### config.mk
export PLATFORM = sky130hd
export DESIGN_NAME = interrupt_ack_sequencer_flat
export DESIGN_NICKNAME = d
export VERILOG_FILES = /design/src/rtl/interrupt_ack_sequencer_if.sv /design/src/rtl/interrupt_ack_sequencer.sv /design/src/flat_wrapper.sv
export SDC_FILE = /design/constraint.sdc
export NUM_CORES = 1
export LEC_CHECK = 0
export ABC_AREA = 0
export CORE_MARGIN = 5
export CORE_UTILIZATION = 49
export DETAILED_ROUTE_END_ITERATION = 7
export GPL_TIMING_DRIVEN = 0
export PLACE_DENSITY_LB_ADDON = 0.2
export SLEW_MARGIN = 20
export SYNTH_ARGS = -nofsm -noshare
export SYNTH_HDL_FRONTEND = slang
export SYNTH_SLANG_ARGS = --single-unit
### constraint.sdc
create_clock -name clk -period 6.33 [get_ports clk]
set_clock_uncertainty 0.2 [all_clocks]
set_input_delay 0.9495 -clock clk [delete_from_list [all_inputs] [get_ports clk]]
set_output_delay 0.9495 -clock clk [all_outputs]
set_load 0.02 [all_outputs]
### src/rtl/interrupt_ack_sequencer_if.sv
// Interrupt acknowledge sequencer bus bundle.
// Groups the configuration, priority-resolver, CPU strobe and sequencer
// outputs into one interface.
//   master : controller/bench side; drives the configuration, winner and inta_n,
//            and observes the outputs
//   slave  : sequencer side
// Signals:
//   mode, auto_eoi, highest_priority_interrupt[7:0], icw2[7:0],
//   address_low[2:0], call_interval_4, inta_n   -> toward sequencer
//   int_out, freeze, acknowledge, ack_level[7:0], end_of_interrupt[7:0],
//   data_out[7:0], data_oe                      <- from sequencer
interface interrupt_ack_sequencer_if;
    logic       mode;
    logic       auto_eoi;
    logic [7:0] highest_priority_interrupt;
    logic [7:0] icw2;
    logic [2:0] address_low;
    logic       call_interval_4;
    logic       inta_n;
    logic       int_out;
    logic       freeze;
    logic       acknowledge;
    logic [7:0] ack_level;
    logic [7:0] end_of_interrupt;
    logic [7:0] data_out;
    logic       data_oe;

    modport master (
        output mode, auto_eoi, highest_priority_interrupt, icw2,
               address_low, call_interval_4, inta_n,
        input  int_out, freeze, acknowledge, ack_level, end_of_interrupt,
               data_out, data_oe
    );

    modport slave (
        input  mode, auto_eoi, highest_priority_interrupt, icw2,
               address_low, call_interval_4, inta_n,
        output int_out, freeze, acknowledge, ack_level, end_of_interrupt,
               data_out, data_oe
    );
endinterface

### src/rtl/interrupt_ack_sequencer.sv
// 8259A-style interrupt acknowledge sequencer.
// Raises int_out, counts INTA pulses (2 in 8086 mode, 3 in 8080 mode), latches
// the winning level for the ISR, drives the vector/CALL bytes and issues the
// optional automatic-EOI clear at the end of the sequence.
// Ports:
//   clk    : system clock
//   rst_n  : asynchronous active-low reset
//   bus    : interrupt_ack_sequencer_if.slave (configuration, winner, inta_n in;
//            int_out, freeze, acknowledge, ack_level, end_of_interrupt,
//            data_out, data_oe out; all outputs registered)
// Parameter:
//   SYNC_STAGES : flops in the inta_n synchronizer (2 or more)
// Build option:
//   INTA_SEQ_AEOI_EN : when defined, auto_eoi is honoured and a one-cycle
//                      end_of_interrupt pulse is issued in DONE; otherwise
//                      end_of_interrupt stays 8'h00.
module interrupt_ack_sequencer #(
    parameter int unsigned SYNC_STAGES = 2
) (
    input  logic                        clk,
    input  logic                        rst_n,
    interrupt_ack_sequencer_if.slave    bus
);

    typedef enum logic [2:0] {
        IDLE = 3'd0,
        REQ  = 3'd1,
        ACK1 = 3'd2,
        ACK2 = 3'd3,
        ACK3 = 3'd4,
        DONE = 3'd5
    } state_e;

    localparam int unsigned LVL_W  = 3;
    localparam int unsigned BYTE_W = 8;

    state_e                     state_q, state_d;
    logic [SYNC_STAGES-1:0]     sync_q;
    logic                       strb, strb_q, fe, re;
    logic                       int_out_q, int_out_d;
    logic                       freeze_q, freeze_d;
    logic                       ack_q, ack_d;
    logic [BYTE_W-1:0]          ack_level_q, ack_level_d;
    logic [BYTE_W-1:0]          eoi_q, eoi_d;
    logic [BYTE_W-1:0]          data_out_q, data_out_d;
    logic                       data_oe_q, data_oe_d;
    logic                       spurious_q, spurious_d;
    logic [BYTE_W-1:0]          aeoi_mask;
    logic [LVL_W-1:0]           lvl;
    logic                       byte_def;
    logic [BYTE_W-1:0]          byte_val;

    // One-hot level to its binary index
    function automatic logic [LVL_W-1:0] onehot_to_bin(input logic [BYTE_W-1:0] oh);
        logic [LVL_W-1:0] bin;
        bin = '0;
        for (int i = 0; i < int'(BYTE_W); i++) begin
            if (oh[i]) bin = LVL_W'(i);
        end
        return bin;
    endfunction

    // Synchronized strobe and its edges
    assign strb = sync_q[SYNC_STAGES-1];
    assign fe   = strb_q & ~strb;
    assign re   = ~strb_q & strb;

    // Clear mask presented on entry to DONE
`ifdef INTA_SEQ_AEOI_EN
    assign aeoi_mask = (bus.auto_eoi && !spurious_q) ? ack_level_q : BYTE_W'(0);
`else
    logic unused_auto_eoi;
    assign unused_auto_eoi = bus.auto_eoi;
    assign aeoi_mask       = BYTE_W'(0);
`endif

    // State, synchronizer and output registers
    always_ff @(posedge clk or negedge rst_n) begin
        if (!rst_n) begin
            sync_q      <= '1;
            strb_q      <= 1'b1;
            state_q     <= IDLE;
            int_out_q   <= 1'b0;
            freeze_q    <= 1'b0;
            ack_q       <= 1'b0;
            ack_level_q <= '0;
            eoi_q       <= '0;
            data_out_q  <= '0;
            data_oe_q   <= 1'b0;
            spurious_q  <= 1'b0;
        end else begin
            sync_q      <= {sync_q[SYNC_STAGES-2:0], bus.inta_n};
            strb_q      <= strb;
            state_q     <= state_d;
            int_out_q   <= int_out_d;
            freeze_q    <= freeze_d;
            ack_q       <= ack_d;
            ack_level_q <= ack_level_d;
            eoi_q       <= eoi_d;
            data_out_q  <= data_out_d;
            data_oe_q   <= data_oe_d;
            spurious_q  <= spurious_d;
        end
    end

    // Next state and next registered outputs
    always_comb begin
        state_d     = state_q;
        int_out_d   = int_out_q;
        freeze_d    = freeze_q;
        ack_d       = 1'b0;
        ack_level_d = ack_level_q;
        eoi_d       = '0;
        data_out_d  = data_out_q;
        data_oe_d   = 1'b0;
        spurious_d  = spurious_q;
        lvl         = '0;
        byte_def    = 1'b0;
        byte_val    = '0;

        case (state_q)
            IDLE: begin
                // Strobes seen here are unsolicited and ignored
                int_out_d = 1'b0;
                freeze_d  = 1'b0;
                if (bus.highest_priority_interrupt != '0) begin
                    state_d   = REQ;
                    int_out_d = 1'b1;
                end
            end
            REQ: begin
                if (fe) begin
                    state_d   = ACK1;
                    int_out_d = 1'b0;
                    freeze_d  = 1'b1;
                    if (bus.highest_priority_interrupt == '0) begin
                        // Request withdrawn: report IR7, leave the ISR alone
                        spurious_d  = 1'b1;
                        ack_level_d = 8'h80;
                    end else begin
                        spurious_d  = 1'b0;
                        ack_level_d = bus.highest_priority_interrupt;
                        ack_d       = 1'b1;
                    end
                end
            end
            ACK1: begin
                if (fe) state_d = ACK2;
            end
            ACK2: begin
                if (bus.mode && re) begin
                    state_d  = DONE;
                    freeze_d = 1'b0;
                    eoi_d    = aeoi_mask;
                end else if (!bus.mode && fe) begin
                    state_d = ACK3;
                end
            end
            ACK3: begin
                if (re) begin
                    state_d  = DONE;
                    freeze_d = 1'b0;
                    eoi_d    = aeoi_mask;
                end
            end
            DONE: begin
                state_d = IDLE;
            end
            default: begin
                state_d = IDLE;
            end
        endcase

        // Bus byte for the state being entered; enabled while the strobe is low
        lvl = onehot_to_bin(ack_level_d);
        case (state_d)
            ACK1: begin
                byte_def = ~bus.mode;
                byte_val = 8'hCD;
            end
            ACK2: begin
                byte_def = 1'b1;
                if (bus.mode)                 byte_val = {bus.icw2[7:3], lvl};
                else if (bus.call_interval_4) byte_val = {bus.address_low, lvl, 2'b00};
                else                          byte_val = {bus.address_low[2:1], lvl, 3'b000};
            end
            ACK3: begin
                byte_def = 1'b1;
                byte_val = bus.icw2;
            end
            default: begin
                byte_def = 1'b0;
            end
        endcase
        if (byte_def) begin
            data_out_d = byte_val;
            data_oe_d  = ~strb;
        end
    end

    assign bus.int_out          = int_out_q;
    assign bus.freeze           = freeze_q;
    assign bus.acknowledge      = ack_q;
    assign bus.ack_level        = ack_level_q;
    assign bus.end_of_interrupt = eoi_q;
    assign bus.data_out         = data_out_q;
    assign bus.data_oe          = data_oe_q;

endmodule

### src/flat_wrapper.sv
// flat-port wrapper written by rule: the top's interface ports become plain ports
module interrupt_ack_sequencer_flat 
#(
    parameter int unsigned SYNC_STAGES = 2
)
  (clk, rst_n, bus_mode, bus_auto_eoi, bus_highest_priority_interrupt, bus_icw2, bus_address_low, bus_call_interval_4, bus_inta_n, bus_int_out, bus_freeze, bus_acknowledge, bus_ack_level, bus_end_of_interrupt, bus_data_out, bus_data_oe);
  interrupt_ack_sequencer_if bus_i ();
  input  logic clk;
  input  logic rst_n;
  input wire logic [$bits(bus_i.mode)-1:0] bus_mode;
  input wire logic [$bits(bus_i.auto_eoi)-1:0] bus_auto_eoi;
  input wire logic [$bits(bus_i.highest_priority_interrupt)-1:0] bus_highest_priority_interrupt;
  input wire logic [$bits(bus_i.icw2)-1:0] bus_icw2;
  input wire logic [$bits(bus_i.address_low)-1:0] bus_address_low;
  input wire logic [$bits(bus_i.call_interval_4)-1:0] bus_call_interval_4;
  input wire logic [$bits(bus_i.inta_n)-1:0] bus_inta_n;
  output wire logic [$bits(bus_i.int_out)-1:0] bus_int_out;
  output wire logic [$bits(bus_i.freeze)-1:0] bus_freeze;
  output wire logic [$bits(bus_i.acknowledge)-1:0] bus_acknowledge;
  output wire logic [$bits(bus_i.ack_level)-1:0] bus_ack_level;
  output wire logic [$bits(bus_i.end_of_interrupt)-1:0] bus_end_of_interrupt;
  output wire logic [$bits(bus_i.data_out)-1:0] bus_data_out;
  output wire logic [$bits(bus_i.data_oe)-1:0] bus_data_oe;
  assign bus_i.mode = bus_mode;
  assign bus_i.auto_eoi = bus_auto_eoi;
  assign bus_i.highest_priority_interrupt = bus_highest_priority_interrupt;
  assign bus_i.icw2 = bus_icw2;
  assign bus_i.address_low = bus_address_low;
  assign bus_i.call_interval_4 = bus_call_interval_4;
  assign bus_i.inta_n = bus_inta_n;
  assign bus_int_out = bus_i.int_out;
  assign bus_freeze = bus_i.freeze;
  assign bus_acknowledge = bus_i.acknowledge;
  assign bus_ack_level = bus_i.ack_level;
  assign bus_end_of_interrupt = bus_i.end_of_interrupt;
  assign bus_data_out = bus_i.data_out;
  assign bus_data_oe = bus_i.data_oe;
  interrupt_ack_sequencer #(.SYNC_STAGES(SYNC_STAGES)) u_core (.clk(clk), .rst_n(rst_n), .bus(bus_i));
endmodule
=== Word-level counts from Yosys, hierarchy flattened ===
Index checks and enable logic that the tools add are counted.

* Bits in registers: 26
* Input port bits: 25
* Output and inout port bits: 28

* Equality and inequality tests: 10
* Multiplexer cells: 32
* Bitwise operators: 5
* Reduce and logical (&&, ||, !) cells: 12

{| class="wikitable"
|+ Operators by type and width
! kind !! count
|-
| $mux 8 || 4
|-
| $mux 3 || 10
|-
| $pmux 8 s3 || 1
|-
| $pmux 3 s5 || 1
|-
| $eq 3x2->1 const B || 4
|-
| $mux 1 || 10
|-
| $logic_not 8->1 || 1
|-
| $reduce_bool 8->1 || 1
|-
| $eq 3x3->1 const B || 2
|-
| $mux 6 || 1
|-
| $ne 2x1->1 const B || 3
|-
| $mux 2 || 2
|-
| $pmux 1 s2 || 2
|-
| $pmux 1 s4 || 1
|-
| $reduce_and 2->1 || 2
|-
| $reduce_and 4->1 || 1
|-
| $reduce_bool 4->1 || 1
|-
| $eq 3x1->1 const B || 1
|-
| $logic_not 3->1 || 1
|-
| $not 1->1 || 3
|-
| $and 1x1->1 || 2
|-
| $logic_and 1x1->1 || 2
|-
| $reduce_bool 2->1 || 1
|-
| $reduce_or 2->1 || 1
|-
| $logic_not 1->1 || 1
|}

=== Depth between registers and ports, before layout ===
Gate-level depths: netlist (run 1).

* Depth in word-level cells: 14
* Mapped depth: 8

=== Least setup slack after synthesis (run 1) ===
OpenSTA, ideal clock, no wires.

* Path type: input -> register
* Start: in bus_highest_priority_interrupt[1]
* End: reg u_core.data_out_q[2], in the netlist u_core.bus.data_out[2]
* Data arrival time: 2.262 ns
* Data required time: 6.048 ns
* Setup slack: 3.786 ns
* Stages on the path: 6
* Cell sequence: nor4_1 -> and3_2 -> o22ai_2 -> o311ai_1 -> or4b_1 -> a31oi_1

* Longest elaborated chain between the ends: 14
* Elaborated cells between the ends (all ways): 22
* Those cells by class: eq/ne (3); mux (16); reduce/logical (3)

{| class="wikitable"
|+ RTL lines
! element !! RTL line !! text
|-
| from (decl) || flat_wrapper.sv:12 || <nowiki>input wire logic [$bits(bus_i.highest_priority_interrupt)-1:0] bus_highest_priority_interrupt;</nowiki>
|-
| $logic_not 8->1 || interrupt_ack_sequencer.sv:136 || <nowiki>if (bus.highest_priority_interrupt == '0) begin</nowiki>
|-
| $mux 8 || interrupt_ack_sequencer.sv:136 ||
|-
| $mux 8 || interrupt_ack_sequencer.sv:132 || <nowiki>if (fe) begin</nowiki>
|-
| $mux 8 || interrupt_ack_sequencer.sv:121 || <nowiki>case (state_q)</nowiki>
|-
| $mux 1 || interrupt_ack_sequencer.sv:58 || <nowiki>if (oh[i]) bin = LVL_W'(i);</nowiki>
|-
| $mux 2 (2 in a row) || interrupt_ack_sequencer.sv:58 ||
|-
| $mux 3 (4 in a row) || interrupt_ack_sequencer.sv:58 ||
|-
| $mux 6 || interrupt_ack_sequencer.sv:184 || <nowiki>else if (bus.call_interval_4) byte_val = {bus.address_low, lvl, 2'b00};</nowiki>
|-
| $mux 8 || interrupt_ack_sequencer.sv:183 || <nowiki>if (bus.mode) byte_val = {bus.icw2[7:3], lvl};</nowiki>
|-
| $pmux 8 s3 || interrupt_ack_sequencer.sv:176 || <nowiki>case (state_d)</nowiki>
|-
| to (signal assigned) || interrupt_ack_sequencer.sv:100 || <nowiki>data_out_q <= data_out_d;</nowiki>
|-
| to (decl) || interrupt_ack_sequencer.sv:45 || <nowiki>logic [BYTE_W-1:0] data_out_q, data_out_d;</nowiki>
|}

Several ways; a longest one is shown, not always the timed one.
A chain may end at the register's enable or synchronous reset.

=== Worst setup path in the final report (run 1) ===
* Start: in bus_mode
* End: reg u_core.data_out_q[2], in the netlist u_core.bus.data_out[2]

* Longest elaborated chain between the ends: 8
* Elaborated cells between the ends (all ways): 14
* Those cells by class: eq/ne (3); mux (6); bitwise (1); reduce/logical (4)

{| class="wikitable"
|+ RTL lines
! element !! RTL line !! text
|-
| from (decl) || flat_wrapper.sv:10 || <nowiki>input wire logic [$bits(bus_i.mode)-1:0] bus_mode;</nowiki>
|-
| $logic_not 1->1 || interrupt_ack_sequencer.sv:155 || <nowiki>end else if (!bus.mode && fe) begin</nowiki>
|-
| $logic_and 1x1->1 || interrupt_ack_sequencer.sv:155 ||
|-
| $mux 3 || interrupt_ack_sequencer.sv:155 ||
|-
| $mux 3 || interrupt_ack_sequencer.sv:151 || <nowiki>if (bus.mode && re) begin</nowiki>
|-
| $pmux 3 s5 || interrupt_ack_sequencer.sv:121 ||
|-
| $eq 3x3->1 / $eq 3x2->1 (equally long branches) || interrupt_ack_sequencer.sv:176 ||
|-
| $reduce_or 2->1 (no line) || -- ||
|-
| $pmux 1 s2 || interrupt_ack_sequencer.sv:176 ||
|}

Several ways; a longest one is shown, not always the timed one.

==> flow_summary.ini, run 1 <==
[outcome]
status = completed

[placed_design]
gp_congestion = 0.800
dpl.hpwl_um = 2870
dpl_cell_area_um2 = 2080
port-buffer-count = 43

[clock_network]
cts-hold-fix-buffers = 0
root_buffer = clkbuf_4
numCtsBuffers = 3
postCtsSetupRepairBufs = 0
htreeDepth = 1
clk_pin_slew_worst_paths_ns = 0.15
tritoncts = yes
cts_resized = 0
clockBufferDepth = 2
clock_sinks = 26
clk_latency_ns = 0.32

[floorplan]
core.rowCount = 20
core_area_um2 = 3050
die_x_um = 66.6
start_util = 0.514
die-height_um = 66.6
die_area_um2 = 4440
ioPinCount = 53

[worst_setup_path]
arrival_ns = 2.99
crit_chain = clkdlybuf4s50_1, inv_1, a211o_1, a21oi_2, o21ai_2, or4b_1, a31oi_1
crit_path_end_kind = flip-flop
crit_path_max_incr_delay_ns = 0.58
cp_slowest_cell = clkdlybuf4s50_1
crit_type = input pin to flip-flop
r2r_setup_slack_ns = 3.89
worst-path-max-fanout = 9
required_ns = 6.39
critical-path-top-delay-family = compound AO/OA/AOI/OAI gates
startpoint_type = input pin
crit_buf_inv = 2

[finish]
multiInputGateArea_um2 = 785
layout-area-overhead-vs-synth_pct = 35.6
post-route-cell-area_um2 = 2130
fin_util = 0.698
final_cell_mix = clkdlybuf4s50_1 (42), dfrtp_1 (23), nor2_1 (15)
drive_gt1_frac = 0.210
antenna_cells = 0
fillers = 256
layout_commonest_cell = clkdlybuf4s50_1
seqCellArea_um2 = 654
final_nets = 240

[sta]
slew_headroom = 0.613
max_freq_mhz = 341
fin_tns_setup_ns = 0
post-route-period-util = 0.464
hold_ws_ns = 0.174
final_hold_viol_count = 0
finalMaxSlewViolations = 0
rsz0062_at_grt = false
fin_crit_ns = 2.94
tightest_slew_ns = 0.581
finalSetupViolations = 0

[synth]
netlist_top_cells_area = dfrtp_1 (37%), mux2_2 (5.7%), dfstp_2 (5.0%)
synthCells = 160
ys_warn_count = 0
synth_edf_count = 0
synth_flop_cell = dfrtp_1
yosys.area.top_type = dfrtp_1
async_flop_share = 1.00
ys_seq_elements = 26
synth.distinct_cells = 53
ys_seq_area_frac = 0.417
synth_area_um2 = 1570
post-synth-top-area-fraction = 0.367
avgSynthCellArea_um2 = 9.81

[route]
ant_nets = 0
first_pass_iters = 4
routedWlPerCell_um = 14.6
wirelength_um = 3760
drc = 0
routed_via_density = 5.38
drtIter0Drc = 47
via_count = 1389

[global_routing]
antenna_found_initial = 0
grt_pass1_wl_um = 6270
gr-total-overflow = 0
track_usage = 0.178
grt_max_degree = 27
grt_pass1_vias = 1392

[pwr]
p_leak_nw = 0.887
finalPower_mw = 0.942
ir_drop_mv = 0.259
p_per_area_nw_per_um2 = 443

[job]
maxCapViolations = 0

[worst_hold_path]
hold_path.class = flip-flop to flip-flop
==> sequential cells by signal (all words and copies together) (netlist names) <==
name and cells:
u_core.bus.ack_level 8, u_core.bus.acknowledge 1, u_core.strb_q 1, u_core.state_q 3, u_core.sync_q 2, u_core.bus.freeze 1, u_core.bus.data_out 8, u_core.bus.data_oe 1
u_core.bus.int_out 1
==> final cells by class <==
type	count	share of cell area
Multi-Input combinational cell	118	0.368
Sequential cell	26	0.307
Timing Repair Buffer	43	0.200
Buffer	14	0.0582
Tap cell	44	0.0259
Inverter	9	0.0159
Clock inverter	1	0.0141
Clock buffer	3	0.0106
==> cell families after synthesis <==
group / count (synthesis) / synth area share
simple gates: 51 / 0.187
compound gates: 49 / 0.223
flops: 26 / 0.417
buf+inv: 23 / 0.100
mux: 10 / 0.0701
other cells: 1 / 0.00239
==> cell usage after synthesis, drive strengths merged, types with 2 or more instances <==
cell type and count:
dfrtp 23, mux2 8, dfstp 3, o31ai 3
inv 9, o21ai 16, a31oi 3, buf 13
o22ai 3, nor3 3, or3b 2, nor2 16
nand2 9, nand3b 2, a21oi 8, nand2b 3
mux2i 2, nand3 3, a221o 2, or3 3
a311oi 2
==> metal layers <==
metal | wire length (µm) | global-route usage
met4 | 5 | 0.0355
met3 | 350 | 0.0405
met5 | 0 | 0
met2 | 1790 | 0.302
met1 | 1620 | 0.232
==> through the flow <==
stage,setup slack (ns),cells
2_1_floorplan,3.79,167
3_3_place_gp,3.07,254
3_5_place_dp,3.05,254
4_1_cts,3.40,258
5_1_grt,3.28,258
6_report,3.39,258
==> path summary, 6_finish.rpt <==
path                                    from                      to  depth (start not counted)
max in group asynchronous              rst_n        u_core.sync_q[1]                          1
hold / removal              u_core.sync_q[0]        u_core.sync_q[1]                          0
setup reg to reg           u_core.state_q[1]  u_core.bus.data_out[3]                          7
min in group asynchronous              rst_n       u_core.bus.freeze                          1
setup / recovery                    bus_mode  u_core.bus.data_out[2]                          7
hold reg to reg             u_core.sync_q[0]        u_core.sync_q[1]                          0
==> report_power, final <==
part | switching (mW) | total, mW | internal (mW)
sequential | 0.0530 | 0.289 | 0.236
combinational | 0.285 | 0.538 | 0.253
clock | 0.0506 | 0.115 | 0.0640
total | 0.389 | 0.942 | 0.554
No activity file was read; power rests on OpenSTA's default activity.
==> run 2, diff against run 1 <==
CORE_UTILIZATION = 41   (was 49)
clock period = 2.4 ns   (was 6.33 ns; I/O delays follow)
==> run 2 against run 1 <==
Net effect:
- cell area is 3.9% higher
- sequential cell count stayed put
- wire length up 6.0%
- die area grew 16%
- sequential power rose to 2.7 times the previous value
- combinational power grew to 2.8 times the previous value
- via count increased by 2.4%
- final cell count up 3.1%
- hold slack got worse by 0.014 ns
- sequential share of layout area shrank 1.1 points
- power grew to 2.7 times the previous value
- critical endpoint unchanged
- largest cell class unchanged
- largest power group unchanged
==> flow_summary.ini, run 2 (same netlist as run 1, synthesis figures left out) <==
[worst_setup_path]
worst-path-max-fanout = 8
crit_path_end_kind = flip-flop
arrival_ns = 2.32
required_ns = 2.39
startpoint_type = flip-flop
crit_type = flip-flop to flip-flop
r2r_setup_slack_ns = 0.07

[sta]
tightest_slew_ns = 0.588
finalSetupViolations = 0
max_freq_mhz = 430
fin_tns_setup_ns = 0
fin_crit_ns = 2.33
final_hold_viol_count = 0
finalMaxSlewViolations = 0
slew_headroom = 0.608
post-route-period-util = 0.969
rsz0062_at_grt = true
hold_ws_ns = 0.160

[placed_design]
gp_congestion = 0.963
dpl.hpwl_um = 2960
port-buffer-count = 43

[route]
ant_nets = 0
highest_layer = met4
wl_met3_um = 253
drtIter0Drc = 167
wirelength_um = 3980
routed_via_density = 5.35
first_pass_iters = 4
drc = 0
wl_met1_um = 1710
wl_met2_um = 1970
via_count = 1423
routedWlPerCell_um = 15.0

[finish]
antenna_cells = 0
drive_gt1_frac = 0.243
final_cell_mix = clkdlybuf4s50_1 (41), dfrtp_1 (23), nor2_1 (15)
final_nets = 244
layout-area-overhead-vs-synth_pct = 40.9
fin_util = 0.600
layout_commonest_cell = clkdlybuf4s50_1

[floorplan]
start_util = 0.426
die-height_um = 71.9
core_area_um2 = 3690
ioPinCount = 53
die_x_um = 71.9
core.rowCount = 22
die_area_um2 = 5170

[clock_network]
clock_sinks = 26
clk_pin_slew_worst_paths_ns = 0.09
clockBufferDepth = 2
htreeDepth = 1
tritoncts = yes
numCtsBuffers = 3
root_buffer = clkbuf_8
clk_latency_ns = 0.27

[global_routing]
grt_pass1_vias = 1452
grt_max_degree = 27
track_usage = 0.160
grt_pass1_wl_um = 6640
gr-total-overflow = 0
antenna_found_initial = 0

[pwr]
ir_drop_mv = 0.536
p_leak_nw = 0.913
finalPower_mw = 2.55
p_per_area_nw_per_um2 = 1150

[job]
maxCapViolations = 0

[worst_hold_path]
hold_path.class = flip-flop to flip-flop

[outcome]
status = completed
==> run 2: layer usage <==
layer | track usage | vias to the layer above
met4 | 0.0710 | 0
met1 | 0.205 | 687
li1 | - | 688
met3 | 0.0337 | 6
met5 | 0 | -
met2 | 0.259 | 42
==> run 2: per-stage QoR <==
step | cell area [µm²] | std cells | setup WS [ns]
floorplan | 1600 | 167 | 0.219
global placement | 2090 | 258 | -0.326
detailed placement | 2080 | 258 | -0.355
CTS | 2160 | 263 | 0.0107
global route | 2210 | 266 | -0.0335
finish | 2210 | 266 | 0.0743
==> run 2: where the power goes <==
part | leakage [nW] | switching, mW | internal [mW]
sequential | 0.306 | 0.142 | 0.625
combinational | 0.578 | 0.795 | 0.709
clock | 0.0288 | 0.136 | 0.147
total | 0.913 | 1.07 | 1.48
==> run 2: path summary, 6_finish.rpt <==
| check | startpoint | endpoint | cells past startpoint |
|---|---|---|---|
| min in group asynchronous | rst_n | u_core.bus.ack_level[1] | 2 |
| max | u_core.strb_q | u_core.bus.data_out[2] | 7 |
| max reg2reg | u_core.strb_q | u_core.bus.data_out[2] | 7 |
| min | u_core.sync_q[0] | u_core.sync_q[1] | 0 |
| min reg2reg | u_core.sync_q[0] | u_core.sync_q[1] | 0 |
| max in group asynchronous | rst_n | u_core.bus.data_out[7] | 2 |
==> run 2: cell type report <==
class / instances / area, µm²
clock buffers: 4 / 55.1
flip-flops and latches: 26 / 654
fillers: 336 / 1480
inverters: 9 / 33.8
multi-input cells: 118 / 828
well taps: 48 / 60.1
plain buffers: 14 / 124
repair buffers: 47 / 457
==> run 2: timing repair <==
item | CTS | global route
buffers inserted | 0 | 3
endpoints found under the setup margin | 2 | 4
endpoints found under the hold margin | 23 | 0
gates resized for setup | 3 | 6
hold buffers | 1 | 0
pin swaps | 0 | 5
==> run 2: worst max-delay path, stage by stage (launching register included) <==
cell	delay [ns]
dfstp_2	0.60
nand2b_1	0.08
buf_6	0.14
a211o_1	0.27
a21oi_2	0.21
o21ai_4	0.11
or4b_1	0.47
a31oi_1	0.17
